--- src/rtl/obj_pkg.sv ---
// rtl/obj_pkg.sv - object RAM field layout, scan depth and scan state encodings
package obj_pkg;

  localparam int NUM_OBJ     = 8;
  localparam int OBJ_W       = 13;
  localparam int OBJ_ON      = 12;
  localparam int OBJ_TILE_HI = 11;
  localparam int OBJ_TILE_LO = 9;
  localparam int OBJ_X_HI    = 8;
  localparam int OBJ_X_LO    = 4;
  localparam int OBJ_Y_HI    = 3;
  localparam int OBJ_Y_LO    = 0;

  localparam int TILE_W = OBJ_TILE_HI - OBJ_TILE_LO + 1;
  localparam int X_W    = OBJ_X_HI - OBJ_X_LO + 1;
  localparam int Y_W    = OBJ_Y_HI - OBJ_Y_LO + 1;

  typedef enum logic [1:0] {
    ST_IDLE  = 2'd0,
    ST_FETCH = 2'd1,
    ST_DRAIN = 2'd2,
    ST_READY = 2'd3
  } scan_state_t;

endpackage

--- src/rtl/obj_slot_match.sv ---
// rtl/obj_slot_match.sv - priority match of buffered line slots against the current X tile
module obj_slot_match
  import obj_pkg::*;
#(
  parameter int LINE_SLOTS = 4
) (
  input  logic [LINE_SLOTS-1:0]        slot_valid,
  input  logic [LINE_SLOTS*X_W-1:0]    slot_x,
  input  logic [LINE_SLOTS*TILE_W-1:0] slot_tile,
  input  logic [X_W-1:0]               x_tile,
  output logic                         hit,
  output logic [TILE_W-1:0]            tile
);

  // Walk from the highest slot down so the lowest-numbered match is written last.
  always_comb begin
    hit  = 1'b0;
    tile = '0;
    for (int i = LINE_SLOTS - 1; i >= 0; i--) begin
      if (slot_valid[i] && (slot_x[i*X_W +: X_W] == x_tile)) begin
        hit  = 1'b1;
        tile = slot_tile[i*TILE_W +: TILE_W];
      end
    end
  end

endmodule

--- src/rtl/obj_line_renderer.sv ---
// rtl/obj_line_renderer.sv - per-line object scan into slots and per-pixel hit lookup
// OBJ_LINE_OVF_FLAG_EN enables the sticky per-frame overflow flag on oOvf.
module obj_line_renderer #(
  parameter int NUM_OBJ    = obj_pkg::NUM_OBJ,
  parameter int LINE_SLOTS = 4,
  parameter int TILE_SHIFT = 5
) (
  input  logic                       clk,
  input  logic                       reset,
  input  logic                       iHS,
  input  logic                       iVS,
  input  logic [9:0]                 iLine,
  input  logic [9:0]                 iX,
  input  logic                       iDE,
  output logic [$clog2(NUM_OBJ)-1:0] oObjRam_rdaddr,
  input  logic [12:0]                iObjRam_q,
  output logic                       oObj_hit,
  output logic [2:0]                 oObj_tile,
  output logic [4:0]                 oObj_u,
  output logic [4:0]                 oObj_v,
  output logic                       oOvf
);
  import obj_pkg::*;

  localparam int AW = $clog2(NUM_OBJ);
  localparam int CW = $clog2(LINE_SLOTS + 1);
  localparam logic [AW-1:0] LAST_ADDR = AW'(NUM_OBJ - 1);
  localparam logic [CW-1:0] FULL_CNT  = CW'(LINE_SLOTS);

  scan_state_t state, state_next;
  logic [AW-1:0] rdaddr, rdaddr_next;
  logic          hs_prev, vs_prev, hs_edge, vs_edge;
  logic [9:0]    line_q;
  logic [Y_W-1:0] line_y;
  logic [X_W-1:0] x_tile;

  logic [LINE_SLOTS-1:0]        slot_valid;
  logic [LINE_SLOTS*X_W-1:0]    slot_x;
  logic [LINE_SLOTS*TILE_W-1:0] slot_tile;
  logic [CW-1:0]                slot_cnt;

  logic eval, accept, slots_full, ovf_cond;
  logic match_hit;
  logic [TILE_W-1:0] match_tile;

  assign hs_edge = hs_prev & ~iHS;
  assign vs_edge = vs_prev & ~iVS;
  assign line_y  = Y_W'(line_q >> TILE_SHIFT);
  assign x_tile  = X_W'(iX >> TILE_SHIFT);

  // RAM data lags the address by a cycle: nothing to evaluate on the first FETCH
  // cycle, and DRAIN picks up the last entry.
  assign eval = ~hs_edge & (((state == ST_FETCH) && (rdaddr != '0)) || (state == ST_DRAIN));
  assign accept = eval & iObjRam_q[OBJ_ON] &
                  (iObjRam_q[OBJ_Y_HI:OBJ_Y_LO] == line_y);
  assign slots_full = (slot_cnt == FULL_CNT);
  assign ovf_cond   = accept & slots_full;
  assign oObjRam_rdaddr = rdaddr;

  always_ff @(posedge clk) begin
    if (reset) begin
      state  <= ST_IDLE;
      rdaddr <= '0;
    end else begin
      state  <= state_next;
      rdaddr <= rdaddr_next;
    end
  end

  always_comb begin
    state_next  = state;
    rdaddr_next = rdaddr;
    if (hs_edge) begin
      state_next  = ST_FETCH;
      rdaddr_next = '0;
    end else begin
      case (state)
        ST_FETCH: begin
          if (rdaddr == LAST_ADDR) state_next = ST_DRAIN;
          else                     rdaddr_next = rdaddr + 1'b1;
        end
        ST_DRAIN: state_next = ST_READY;
        default:  state_next = state;
      endcase
    end
  end

  always_ff @(posedge clk) begin
    if (reset) begin
      hs_prev    <= 1'b0;
      vs_prev    <= 1'b0;
      line_q     <= '0;
      slot_valid <= '0;
      slot_x     <= '0;
      slot_tile  <= '0;
      slot_cnt   <= '0;
    end else begin
      hs_prev <= iHS;
      vs_prev <= iVS;
      if (hs_edge) begin
        line_q     <= iLine;
        slot_valid <= '0;
        slot_cnt   <= '0;
      end else if (accept && !slots_full) begin
        for (int i = 0; i < LINE_SLOTS; i++) begin
          if (slot_cnt == CW'(i)) begin
            slot_valid[i]                <= 1'b1;
            slot_x[i*X_W +: X_W]         <= iObjRam_q[OBJ_X_HI:OBJ_X_LO];
            slot_tile[i*TILE_W +: TILE_W] <= iObjRam_q[OBJ_TILE_HI:OBJ_TILE_LO];
          end
        end
        slot_cnt <= slot_cnt + 1'b1;
      end
    end
  end

  obj_slot_match #(
    .LINE_SLOTS(LINE_SLOTS)
  ) u_match (
    .slot_valid(slot_valid),
    .slot_x    (slot_x),
    .slot_tile (slot_tile),
    .x_tile    (x_tile),
    .hit       (match_hit),
    .tile      (match_tile)
  );

  always_ff @(posedge clk) begin
    if (reset) begin
      oObj_hit  <= 1'b0;
      oObj_tile <= '0;
      oObj_u    <= '0;
      oObj_v    <= '0;
    end else begin
      oObj_hit  <= (state == ST_READY) & iDE & match_hit;
      oObj_tile <= ((state == ST_READY) & iDE & match_hit) ? match_tile : '0;
      oObj_u    <= iX[4:0];
      oObj_v    <= line_q[4:0];
    end
  end

`ifdef OBJ_LINE_OVF_FLAG_EN
  // Set has priority over the frame-start clear.
  always_ff @(posedge clk) begin
    if (reset)         oOvf <= 1'b0;
    else if (ovf_cond) oOvf <= 1'b1;
    else if (vs_edge)  oOvf <= 1'b0;
  end
`else
  logic unused_ovf;
  assign unused_ovf = &{1'b0, ovf_cond, vs_edge};
  assign oOvf = 1'b0;
`endif

endmodule

--- config.mk ---
export PLATFORM = sky130hd
export DESIGN_NAME = obj_line_renderer
export DESIGN_NICKNAME = d
export VERILOG_FILES = /design/src/rtl/obj_pkg.sv /design/src/rtl/obj_slot_match.sv /design/src/rtl/obj_line_renderer.sv
export SDC_FILE = /design/constraint.sdc
export NUM_CORES = 1
export LEC_CHECK = 0
export BUFFER_PORTS_ARGS = -buffer_cell sky130_fd_sc_hd__buf_2
export CAP_MARGIN = 20
export CORE_UTILIZATION = 40
export DETAILED_ROUTE_END_ITERATION = 10
export SLEW_MARGIN = 20
export SYNTH_ARGS = -nofsm -noshare
export SYNTH_HDL_FRONTEND = slang
export SYNTH_HIERARCHICAL = 1
export SYNTH_SLANG_ARGS = --single-unit
--- constraint.sdc ---
create_clock -name clk -period 2.65 [get_ports clk]
set_input_delay 0.1325 -clock clk [delete_from_list [all_inputs] [get_ports clk]]
set_output_delay 0.1325 -clock clk [all_outputs]
set_load 0.03 [all_outputs]
==> qor.yml <==
yosysSeqAreaShare: 0.444
ir_worst_vdd_uv: 271
first_iter_violations: 67
grt_overflow: 0
fin_cells: 478
ctsResizeCount: 0
synth_area_leaders: "dfxtp_1 (44%), mux2i_1 (11%), nand2b_1 (9.4%)"
fp.dieH_um: 89.5
critPathKind: "flip-flop to flip-flop"
ant_nets: 0
cts_made_buffers: 9
maxSlewHeadroom: 0.609
worst_ep_required_time_ns: 2.87
initial_core_util: 0.418
rsz0062_at_grt: "false"
io_pins: 56
placed_cell_area_um2: 3410
synth_seq_cells: 68
p_per_area_nw_per_um2: 577
crit_start: "oObjRam_rdaddr[0]$_SDFFE_PP0P_"
hp-start: "iLine[7]"
area_growth_pct: 19.5
status: "finished clean"
netlist_instances: 317
r2r_start: "oObjRam_rdaddr[0]$_SDFFE_PP0P_"
portBuffers: 52
cap_violations: 0
fin_nets: 420
place.gp.congestion: 0.742
finalCritPeriodShare: 0.744
via_count: 2219
hold_buffers: 4
cts_setup_buffers: 0
cts_tree: "yes"
hp-class: "input pin to flip-flop"
total_power_mw: 2.11
syn_nets: 363
cts-root-buf: "clkbuf_8"
grt_pass1_vias: 2186
cts_max_path_buffers: 2
p_leak_nw: 1.60
utilization: 0.500
dieArea_um2: 8010
drv_slew: 0
antenna_found_initial: 0
via_per_inst: 4.64
cp-end-kind: "flip-flop"
fin_tns_setup_ns: 0
rows: 31
drc_errors: 0
yosys.area.top_type: "dfxtp_1"
synth_top_area_frac: 0.444
arrival_ns: 2.20
dp.cells: 458
clock.fmax_ghz: 0.507
cts.clk_slew.worst_paths_ns: 0.07
syn-mean-instance-area_um2: 9.67
post-dp-hpwl_um: 4340
finalSetupViolations: 0
drive_above_1_share: 0.208
clock_skew_ns: 0.00901
cp_max_fo: 9
ys_warn_count: 6
cp-start-kind: "flip-flop"
clock_latency_ns: 0.34
wire_per_inst_um: 12.9
clock_sinks: 68
cts_max_level: 3
finalHoldViolCount: 0
num_antenna_cells: 0
grt_max_degree: 40
synth_cell_types: 34
die_w_um: 89.5
grt_pass1_wl_um: 10300
route.final.wire_length_um: 6190
worst_pin_slew_ns: 0.586
grt.total_usage: 0.173
period_needed_ns: 1.97
dr.pass1.iters: 5
r2r_slack_ns: 0.68
core_um2: 7330
syn_area_um2: 3060
final_cell_area_um2: 3660
-- critical path, cell delays in order, from the launching register on --
cell	delay, ns
dfxtp_1	0.39
inv_1	0.07
ha_1	0.18
nor2b_1	0.13
o21a_1	0.26
or4_4	0.66
mux2i_1	0.16
-- state kept, by name (all words and copies together) (netlist names), 2 cells and up --
register / cells
slot_tile: 12
oObj_tile: 3
state: 2
oObj_v: 5
oObj_u: 5
slot_cnt: 3
oObjRam_rdaddr: 3
line_q: 9
slot_x: 20
slot_valid: 4
-- logic make-up after synthesis --
family	share of synthesized area
buffers and inverters	0.0368
xor gates and xnor gates	0.0715
DFF	0.444
muxes	0.114
adders and majority gates	0.0327
other	0.00122
and+or+nand+nor	0.233
AOI/OAI and AO/OA	0.0661
-- synth_stat cells, drive strengths merged --
cell type,count
buf,3
nand2b,46
a21oi,15
a311o,1
o2bb2ai,1
ha,8
inv,11
or4,3
o41ai,1
dfxtp,68
o21ai,1
nand4,3
nand3,6
nor2b,13
nor4,6
and3,4
mux2i,35
o2111ai,4
nand2,27
o221a,2
conb,1
or2,1
nor4b,1
clkbuf,11
xnor2,10
o21a,5
nor3b,1
xor2,15
and2,5
nor2,8
or3,1
-- stage by stage --
step           setup slack (ns)  hold WS (ns)
3_5_place_dp              0.702         0.347
4_1_cts                   0.679       0.00592
3_3_place_gp              0.708         0.344
2_1_floorplan             0.580         0.261
6_report                  0.678        0.0222
5_1_grt                   0.538       0.00273
-- placed cells by master, fill, tap and decap left out, types with 2 or more instances in the layout --
| cell | count |
|---|---|
| a21oi_1 | 15 |
| o2111ai_1 | 4 |
| or4_4 | 2 |
| nand4_1 | 3 |
| nor2b_1 | 13 |
| inv_1 | 11 |
| clkinv_2 | 3 |
| dfxtp_1 | 68 |
| dlygate4sd3_1 | 4 |
| and2_1 | 5 |
| nor2_1 | 8 |
| xor2_1 | 15 |
| nand2_1 | 27 |
| nand3_1 | 6 |
| clkbuf_8 | 9 |
| mux2i_1 | 35 |
| nor4_1 | 6 |
| bufinv_16 | 2 |
| buf_4 | 4 |
| xnor2_1 | 10 |
| and3_1 | 3 |
| nand2b_1 | 46 |
| buf_2 | 52 |
| ha_1 | 8 |
| o21a_1 | 5 |
| o221a_2 | 2 |
-- routing by layer --
layer,GRT usage,vias to the layer above,share of wire
li1,-,1174,-
met1,0.224,988,0.48
met2,0.266,50,0.45
met3,0.0508,7,0.057
met4,0.0779,0,0.013
met5,0,-,0
-- report_power, final --
part	internal [mW]	switching, mW	total [mW]
clock network	0.526	0.397	0.923
logic	0.0660	0.0838	0.150
registers	1.03	0.00604	1.04
total	1.63	0.487	2.11
-- worst paths after layout --
check | to | depth (start not counted)
min | line_q[7]$_SDFFE_PP0P_ | 3
min reg2reg | line_q[3]$_SDFFE_PP0P_ | 2
max | slot_x[19]$_SDFFE_PP0P_ | 6
max reg2reg | slot_x[19]$_SDFFE_PP0P_ | 6
-- final cells by class --
class | instances | area, um^2
repair buffers | 60 | 330
well taps | 99 | 124
multi-input cells | 224 | 1590
clock buffers | 9 | 124
inverters | 11 | 41.3
clock inverters | 7 | 91.3
flip-flops and latches | 68 | 1360
fillers | 707 | 3670
(Power assumes the default switching activity.)
